$ cat config.mk
export PLATFORM = sky130hd
export DESIGN_NAME = mdu_sched_flat
export DESIGN_NICKNAME = d
export VERILOG_FILES = /design/src/rtl/mdu_sched_pkg.sv /design/src/rtl/mdu_sched_if.sv /design/src/rtl/mdu_sched_div_radix2.sv /design/src/rtl/mdu_sched.sv /design/src/flat_wrapper.sv
export SDC_FILE = /design/constraint.sdc
export NUM_CORES = 2
export LEC_CHECK = 0
export ABC_AREA = 1
export BUFFER_PORTS_ARGS = -buffer_cell sky130_fd_sc_hd__buf_2
export CORE_AREA = 5 5 450 452
export DETAILED_ROUTE_END_ITERATION = 10
export DIE_AREA = 0 0 455 457
export PLACE_DENSITY_LB_ADDON = 0.1
export SLEW_MARGIN = 20
export SYNTH_ARGS = -nofsm -noshare
export SYNTH_HDL_FRONTEND = slang
export SYNTH_SLANG_ARGS = --single-unit
$ cat constraint.sdc
create_clock -name clk -period 8.9 [get_ports clk]
set_input_delay 1.78 -clock clk [delete_from_list [all_inputs] [get_ports clk]]
set_output_delay 1.78 -clock clk [all_outputs]
set_load 0.02 [all_outputs]
$ cat src/rtl/mdu_sched_pkg.sv
// mdu_sched_pkg
//   Shared definitions for the multiply/divide sequencer: FSM state
//   encodings, divide iteration count, divide-by-zero quotient pattern and
//   the mulOrdiv encoding used for the op_div select.
package mdu_sched_pkg;

  typedef enum logic [1:0] {
    MDU_IDLE = 2'd0,
    MDU_MUL  = 2'd1,
    MDU_DIV  = 2'd2,
    MDU_DONE = 2'd3
  } mdu_state_e;

  localparam int          MDU_DIV_CYCLES = 32;
  localparam logic [31:0] MDU_DIVZ_LO    = 32'hFFFF_FFFF;

  localparam logic mulOrdiv_MUL = 1'b0;
  localparam logic mulOrdiv_DIV = 1'b1;

endpackage

$ cat src/rtl/mdu_sched_if.sv
// mdu_sched_if
//   EX-stage <-> multiply/divide sequencer bundle.
//   master (EX side): start, op_div, is_sign, src_a, src_b, flush, res_ack
//                     out; stall_o, res_valid, hi_o, lo_o in.
//   slave  (mdu_sched): the mirror image.
interface mdu_sched_if #(
  parameter int DATA_W = 32
);
  logic              start;
  logic              op_div;
  logic              is_sign;
  logic [DATA_W-1:0] src_a;
  logic [DATA_W-1:0] src_b;
  logic              flush;
  logic              res_ack;
  logic              stall_o;
  logic              res_valid;
  logic [DATA_W-1:0] hi_o;
  logic [DATA_W-1:0] lo_o;

  modport master (
    output start, op_div, is_sign, src_a, src_b, flush, res_ack,
    input  stall_o, res_valid, hi_o, lo_o
  );

  modport slave (
    input  start, op_div, is_sign, src_a, src_b, flush, res_ack,
    output stall_o, res_valid, hi_o, lo_o
  );
endinterface

$ cat src/rtl/mdu_sched_div_radix2.sv
// mdu_sched_div_radix2
//   Restoring radix-2 divider datapath over unsigned operands. One quotient
//   bit per step_i. The next-step quotient/remainder are exposed
//   combinationally so the owner can capture the final result in the same
//   cycle as the last step.
//   Ports: clk, rst_n (async, active-low), load_i (capture operands),
//          step_i (advance one bit), dividend_i, divisor_i,
//          quo_nxt_o, rem_nxt_o (values after the current step).
module mdu_sched_div_radix2 #(
  parameter int DATA_W = 32
) (
  input  logic              clk,
  input  logic              rst_n,
  input  logic              load_i,
  input  logic              step_i,
  input  logic [DATA_W-1:0] dividend_i,
  input  logic [DATA_W-1:0] divisor_i,
  output logic [DATA_W-1:0] quo_nxt_o,
  output logic [DATA_W-1:0] rem_nxt_o
);

  logic [DATA_W-1:0] rem_q, quo_q, dvs_q;
  logic [DATA_W:0]   shifted, diff;
  logic              fits;

  // Dividend bits are shifted out of the quotient register MSB-first into the
  // partial remainder; the vacated LSBs collect quotient bits.
  always_comb begin
    shifted   = {rem_q, quo_q[DATA_W-1]};
    diff      = shifted - {1'b0, dvs_q};
    fits      = ~diff[DATA_W];
    rem_nxt_o = fits ? diff[DATA_W-1:0] : shifted[DATA_W-1:0];
    quo_nxt_o = {quo_q[DATA_W-2:0], fits};
  end

  always_ff @(posedge clk or negedge rst_n) begin
    if (!rst_n) begin
      rem_q <= '0;
      quo_q <= '0;
      dvs_q <= '0;
    end else if (load_i) begin
      rem_q <= '0;
      quo_q <= dividend_i;
      dvs_q <= divisor_i;
    end else if (step_i) begin
      rem_q <= rem_nxt_o;
      quo_q <= quo_nxt_o;
    end
  end

endmodule

$ cat src/rtl/mdu_sched.sv
// mdu_sched
//   Multi-cycle MULT/MULTU/DIV/DIVU sequencer for the EX stage. Launches on
//   start, stalls IF..EX while running, and holds the HI/LO result with
//   res_valid until EX advances (res_ack). flush cancels without writing HI/LO.
//   Ports: clk, resetn (async, active-low), bus (mdu_sched_if.slave):
//          start/op_div/is_sign/src_a/src_b/flush/res_ack in,
//          stall_o/res_valid/hi_o/lo_o out.
module mdu_sched
  import mdu_sched_pkg::*;
#(
  parameter int DATA_W  = 32,
  parameter int MUL_LAT = 2
) (
  input  logic        clk,
  input  logic        resetn,
  mdu_sched_if.slave  bus
);

  localparam int CNT_MAX = (MUL_LAT > MDU_DIV_CYCLES) ? MUL_LAT : MDU_DIV_CYCLES;
  localparam int CNT_W   = $clog2(CNT_MAX + 1);

  mdu_state_e        state_q, state_d;
  logic [CNT_W-1:0]  cnt_q, cnt_d;
  logic [DATA_W-1:0] a_q, a_d, b_q, b_d, hi_q, hi_d, lo_q, lo_d;
  logic              sign_q, sign_d, div_q, div_d;
  logic              load, step;
  logic [DATA_W-1:0] quo_nxt, rem_nxt, q_fix, r_fix;
  logic [2*DATA_W-1:0] prod;

  function automatic logic [DATA_W-1:0] abs_val(input logic [DATA_W-1:0] v,
                                                input logic sgn);
    return (sgn && v[DATA_W-1]) ? -v : v;
  endfunction

  // Sign- or zero-extend both operands to full width; the truncated product
  // is then correct for either signedness.
  function automatic logic [2*DATA_W-1:0] mul_ext(input logic [DATA_W-1:0] a,
                                                  input logic [DATA_W-1:0] b,
                                                  input logic sgn);
    logic [2*DATA_W-1:0] ax, bx;
    ax = {{DATA_W{sgn & a[DATA_W-1]}}, a};
    bx = {{DATA_W{sgn & b[DATA_W-1]}}, b};
    return ax * bx;
  endfunction

  mdu_sched_div_radix2 #(.DATA_W(DATA_W)) u_div (
    .clk        (clk),
    .rst_n      (resetn),
    .load_i     (load),
    .step_i     (step),
    .dividend_i (abs_val(bus.src_a, bus.is_sign)),
    .divisor_i  (abs_val(bus.src_b, bus.is_sign)),
    .quo_nxt_o  (quo_nxt),
    .rem_nxt_o  (rem_nxt)
  );

  always_comb begin
    prod  = mul_ext(a_q, b_q, sign_q);
    q_fix = (sign_q && (a_q[DATA_W-1] ^ b_q[DATA_W-1])) ? -quo_nxt : quo_nxt;
    r_fix = (sign_q && a_q[DATA_W-1]) ? -rem_nxt : rem_nxt;
  end

  always_comb begin
    state_d = state_q;
    cnt_d   = cnt_q;
    a_d     = a_q;
    b_d     = b_q;
    sign_d  = sign_q;
    div_d   = div_q;
    hi_d    = hi_q;
    lo_d    = lo_q;
    load    = 1'b0;
    step    = 1'b0;
    unique case (state_q)
      MDU_IDLE: begin
        if (bus.start && !bus.flush) begin
          load   = 1'b1;
          a_d    = bus.src_a;
          b_d    = bus.src_b;
          sign_d = bus.is_sign;
          div_d  = bus.op_div;
          if (bus.op_div == mulOrdiv_DIV) begin
            state_d = MDU_DIV;
            cnt_d   = CNT_W'(MDU_DIV_CYCLES);
          end else begin
            state_d = MDU_MUL;
            cnt_d   = CNT_W'(MUL_LAT);
          end
        end
      end
      MDU_MUL: begin
        if (bus.flush) begin
          state_d = MDU_IDLE;
          cnt_d   = '0;
        end else if (cnt_q == CNT_W'(1)) begin
          hi_d    = prod[2*DATA_W-1:DATA_W];
          lo_d    = prod[DATA_W-1:0];
          state_d = MDU_DONE;
          cnt_d   = '0;
        end else begin
          cnt_d = cnt_q - CNT_W'(1);
        end
      end
      MDU_DIV: begin
        step = div_q && !bus.flush;
        if (bus.flush) begin
          state_d = MDU_IDLE;
          cnt_d   = '0;
        end else if (cnt_q == CNT_W'(1)) begin
          // Divide by zero still runs the full iteration count but reports
          // the dividend in HI and all-ones in LO regardless of signedness.
          if (b_q == '0) begin
            hi_d = a_q;
            lo_d = '1;
          end else begin
            hi_d = r_fix;
            lo_d = q_fix;
          end
          state_d = MDU_DONE;
          cnt_d   = '0;
        end else begin
          cnt_d = cnt_q - CNT_W'(1);
        end
      end
      MDU_DONE: begin
        if (bus.flush || bus.res_ack) state_d = MDU_IDLE;
      end
      default: state_d = MDU_IDLE;
    endcase
  end

  always_ff @(posedge clk or negedge resetn) begin
    if (!resetn) begin
      state_q <= MDU_IDLE;
      cnt_q   <= '0;
      a_q     <= '0;
      b_q     <= '0;
      sign_q  <= 1'b0;
      div_q   <= 1'b0;
      hi_q    <= '0;
      lo_q    <= '0;
    end else begin
      state_q <= state_d;
      cnt_q   <= cnt_d;
      a_q     <= a_d;
      b_q     <= b_d;
      sign_q  <= sign_d;
      div_q   <= div_d;
      hi_q    <= hi_d;
      lo_q    <= lo_d;
    end
  end

  // stall drops in DONE so EX can advance in the same cycle res_valid is seen.
  assign bus.stall_o   = bus.start && !bus.flush && (state_q != MDU_DONE);
  assign bus.res_valid = (state_q == MDU_DONE);
  assign bus.hi_o      = hi_q;
  assign bus.lo_o      = lo_q;

endmodule

$ cat src/flat_wrapper.sv
// flat-port wrapper written by rule: the top's interface ports become plain ports
module mdu_sched_flat import mdu_sched_pkg::*;
#(
  parameter int DATA_W  = 32,
  parameter int MUL_LAT = 2
)
  (clk, resetn, bus_start, bus_op_div, bus_is_sign, bus_src_a, bus_src_b, bus_flush, bus_res_ack, bus_stall_o, bus_res_valid, bus_hi_o, bus_lo_o);
  mdu_sched_if #(.DATA_W(DATA_W)) bus_i ();
  input  logic clk;
  input  logic resetn;
  input wire logic [$bits(bus_i.start)-1:0] bus_start;
  input wire logic [$bits(bus_i.op_div)-1:0] bus_op_div;
  input wire logic [$bits(bus_i.is_sign)-1:0] bus_is_sign;
  input wire logic [$bits(bus_i.src_a)-1:0] bus_src_a;
  input wire logic [$bits(bus_i.src_b)-1:0] bus_src_b;
  input wire logic [$bits(bus_i.flush)-1:0] bus_flush;
  input wire logic [$bits(bus_i.res_ack)-1:0] bus_res_ack;
  output wire logic [$bits(bus_i.stall_o)-1:0] bus_stall_o;
  output wire logic [$bits(bus_i.res_valid)-1:0] bus_res_valid;
  output wire logic [$bits(bus_i.hi_o)-1:0] bus_hi_o;
  output wire logic [$bits(bus_i.lo_o)-1:0] bus_lo_o;
  assign bus_i.start = bus_start;
  assign bus_i.op_div = bus_op_div;
  assign bus_i.is_sign = bus_is_sign;
  assign bus_i.src_a = bus_src_a;
  assign bus_i.src_b = bus_src_b;
  assign bus_i.flush = bus_flush;
  assign bus_i.res_ack = bus_res_ack;
  assign bus_stall_o = bus_i.stall_o;
  assign bus_res_valid = bus_i.res_valid;
  assign bus_hi_o = bus_i.hi_o;
  assign bus_lo_o = bus_i.lo_o;
  mdu_sched #(.DATA_W(DATA_W), .MUL_LAT(MUL_LAT)) u_core (.clk(clk), .resetn(resetn), .bus(bus_i));
endmodule
==> qor_table.md <==
| Metric | Reported |
| --- | --- |
| Arrival time reported for the critical path endpoint | 8920 ps |
| Share of synthesized area spent on multiplexers | 0% |
| Proportion of netlist area held by the largest area contributor | 40.99% |
| Reg2Reg Launch Point | u_core.sign_q |
| Sum of negative setup slack | 0 ps |
| Depth of the CTS H-tree | 2 |
| Inserted Clock Buffers | 34 |
| Post-synthesis sequential area ratio | 10.60% |
| Warning count from the yosys run | 0 |
| Number of vias after detailed routing | 44883 |
| Simple-Gate Fraction of Synth Area | 18.91% |
| Dominant register cell in the synthesized netlist | sky130_fd_sc_hd__dfrtp_1 |
| Length of the first detailed-routing pass in iterations | 5 |
| # IOs | 137 |
| Combinational family with the most area after synthesis | adder cells |
| Clock slew at reported path FFs | 50 ps |
| Maximum clock skew at final layout | 23.38 ps |
| WL/cell | 21.05 um |
| Number of synthesized flops with an enable pin | 0 |
| R2R cell count | 28 |
| Adder-cell share of the synthesized area | 46.82% |
| Height of the die | 457 um |
| Count of nets after finishing | 8634 |
| Endpoint class of the critical path | flop |
| Final setup violation count | 0 |
| CTS Sinks | 233 |
| Final count of pins violating max slew | 0 |
| Final hold slack | 481.4 ps |
| Buffer levels on the longest clock path | 3 |
| Initial antenna violation count | 7 |
| Count of unique library cells instantiated by Yosys | 62 |
| DR WL met3 | 5120 um |
| Last weighted congestion value of the routability-driven placer | 0.8860 |
| Critical Path RT | 9350 ps |
| Crit Path Class | flop to flop |
| Worst hold path type | flop to flop |
| Worst Setup Start Kind | flop |
| Die W | 455 um |
| Synth Area in XOR/XNOR | 0.8282% |
| Fin cells | 9859 |
| Global route total overflow | 0 |
| Overall routing resource usage | 20.22% |
| Highest-count cells in the layout ignoring fill and taps | sky130_fd_sc_hd__inv_1 (1876), sky130_fd_sc_hd__nand2_1 (1784), sky130_fd_sc_hd__fa_1 (1126) |
| Number of failing hold endpoints at the final stage | 0 |
| Transition time at the pin with the least slew margin | 1140 ps |
| Complex-gate fraction of the synthesized area | 7.415% |
| Slack of the worst reg-to-reg path | 430 ps |
| First-pass GRT wire length | 318100 um |
| Setup repair after global routing missed its margin | false |
| Max frequency | 118.1 MHz |
| Final Util | 30.43% |
| Starting Density | 27.71% |
| CTS tree | done |
| CP delay by family, top | adder cells |
| Post-synthesis cell count | 7194 |
| Master cell of the clock root buffer | sky130_fd_sc_hd__clkbuf_16 |
| Endpoint of the most critical register-to-register path | u_core.bus.hi_o[27] |
| Highest net fanout along the worst path | 27 |
| Number of core rows | 164 |
| Status | finished clean |
| Routed Wire Length | 207600 um |
| Mean number of vias per cell | 4.552 |
| Cell type with the highest aggregate area in the netlist | sky130_fd_sc_hd__fa_1 |
| Routed wire length on met2 | 105400 um |
| Register bit total from synthesis | 233 |
| Async S/R FF share, synth | 100.0% |
| Most area-consuming cells after synthesis | sky130_fd_sc_hd__fa_1 (41%), sky130_fd_sc_hd__inv_1 (13%), sky130_fd_sc_hd__nand2_1 (12%) |
| Core Area | 198400 um^2 |
| Die area | 207900 um^2 |
| Delay of the slowest critical-path stage | 680 ps |
| DRC violation total after the first TritonRoute iteration | 2773 |
| Critical Path Start | u_core.sign_q |
| Max-Cap Viols | 0 |
| Part of the cycle the worst path needs | 95.12% |
| Buffer and inverter count on the worst path | 9 |
| Antenna-violating nets left | 0 |
| Net count of the mapped netlist | 8647 |
| Synthesized area divided by synthesized cell count | 7.644 um^2 |
| Number of buffer cells added on primary ports | 136 |
| Top Layer Used | met5 |
| Cell count after placement | 9801 |
| Detail Placement HPWL | 174200 um |
| Post-Synthesis Cell Area | 54990 um^2 |
| Largest net degree at the start of global routing | 90 |
| Number of global-route vias before repair | 48004 |
| Final critical-path required period | 8465 ps |
| Rel. slew slack | 23.01% |
| Met1 wire length | 92300 um |
| Layout cell share with drive strength beyond 1 | 6.444% |
| Clock latency reported for the late side of the worst-skew pair | 550 ps |
| Area Overhead vs Synth | 9.813% |
| CP endpoint | u_core.bus.hi_o[27] |
| Slowest CP cell | sky130_fd_sc_hd__fa_1 |
| Drt drc | 0 |
| Path length in cells of the critical path | 28 |
| Commonest non-fill, non-tap cell in the layout | sky130_fd_sc_hd__inv_1 |
==> metal layers <==
layer | vias up | track usage (%)
met5 | - | 0
li1 | 20962 | -
met4 | 6 | 3.680
met1 | 22996 | 27.23
met2 | 766 | 36.07
met3 | 153 | 1.169
==> kinds of logic after synthesis <==
| kind of cell | after synthesis |
|---|---|
| AND/OR/NAND/NOR | 2559 |
| buffers and inverters | 2246 |
| adder cells (fa/ha/maj) | 1382 |
| AO/OA/AOI/OAI | 722 |
| flip-flops | 233 |
| XOR/XNOR | 52 |
==> cells in the mapped netlist, types with 6 or more instances <==
cell,instances
sky130_fd_sc_hd__a21o_1,17
sky130_fd_sc_hd__a21oi_1,238
sky130_fd_sc_hd__a21oi_2,8
sky130_fd_sc_hd__a22oi_1,11
sky130_fd_sc_hd__a31oi_1,48
sky130_fd_sc_hd__and3_1,6
sky130_fd_sc_hd__buf_1,12
sky130_fd_sc_hd__clkbuf_1,332
sky130_fd_sc_hd__dfrtp_1,233
sky130_fd_sc_hd__fa_1,1126
sky130_fd_sc_hd__ha_1,256
sky130_fd_sc_hd__inv_1,1877
sky130_fd_sc_hd__inv_2,13
sky130_fd_sc_hd__nand2_1,1784
sky130_fd_sc_hd__nand2_2,25
sky130_fd_sc_hd__nand2_4,11
sky130_fd_sc_hd__nand3_1,183
sky130_fd_sc_hd__nand3b_1,7
sky130_fd_sc_hd__nand4_1,26
sky130_fd_sc_hd__nor2_1,408
sky130_fd_sc_hd__nor2_2,13
sky130_fd_sc_hd__nor3_1,44
sky130_fd_sc_hd__nor4_1,24
sky130_fd_sc_hd__o211ai_1,16
sky130_fd_sc_hd__o21a_1,8
sky130_fd_sc_hd__o21ai_0,292
sky130_fd_sc_hd__o21bai_1,9
sky130_fd_sc_hd__o221ai_1,19
sky130_fd_sc_hd__o22ai_1,17
sky130_fd_sc_hd__o311ai_0,6
sky130_fd_sc_hd__or2_2,13
sky130_fd_sc_hd__xnor2_1,28
sky130_fd_sc_hd__xor2_1,24
==> final cells by class <==
class	count	area, um^2
well taps	2656	3323
multi-input cells	4715	40700
repair buffers	303	2320
clock inverters	6	32.53
diodes	2	5.005
fillers	21797	138000
clock buffers	50	1065
inverters	1894	7109
flip-flops and latches	233	5833
==> sequential cells by signal (all words and copies together), names as in the netlist <==
name,count
u_core.bus.lo_o,32
u_core.cnt_q,6
u_core.div_q,1
u_core.sign_q,1
u_core.state_q,2
u_core.bus.hi_o,32
u_core.u_div.quo_q,32
u_core.b_q,31
u_core.u_div.rem_q,32
u_core.a_q,32
u_core.u_div.dvs_q,32
==> worst min path at each step <==
stage / from / endpoint / slack [ps] / cells after the start
finish: u_core.div_q / u_core.div_q / 480 / 2
floorplan: u_core.u_div.dvs_q[2] / u_core.u_div.dvs_q[2] / 450 / 2
detailed placement: u_core.bus.lo_o[4] / u_core.bus.lo_o[4] / 470 / 2
global route: u_core.bus.lo_o[0] / u_core.bus.lo_o[0] / 510 / 2
CTS: u_core.bus.lo_o[4] / u_core.bus.lo_o[4] / 490 / 2
global placement: u_core.bus.lo_o[6] / u_core.bus.lo_o[6] / 460 / 2
==> stage by stage <==
stage / cell area, um^2 / setup WS, ps
final: 60390 / 434.6
after global routing: 60380 / 21.74
after CTS: 60380 / 452.9
after detailed placement: 59280 / 475.7
after global placement: 59280 / 395.5
after floorplan: 54990 / 1054
==> worst register-to-register path, delay by kind of cell (launching register included) <==
family,cells,cell delay [ps]
buf+inv,9,1370
compound gates,4,950
flops,1,400
fa+ha+maj,9,4770
simple gates,6,880
==> repair_timing <==
item	in CTS	in global routing
buffers inserted	0	0
endpoints found under the setup margin	0	1
gates resized for setup	0	1
hold buffers	0	0
Power is not shown: default switching activity piles up to over one toggle a cycle in this logic, so the estimate is an artifact.
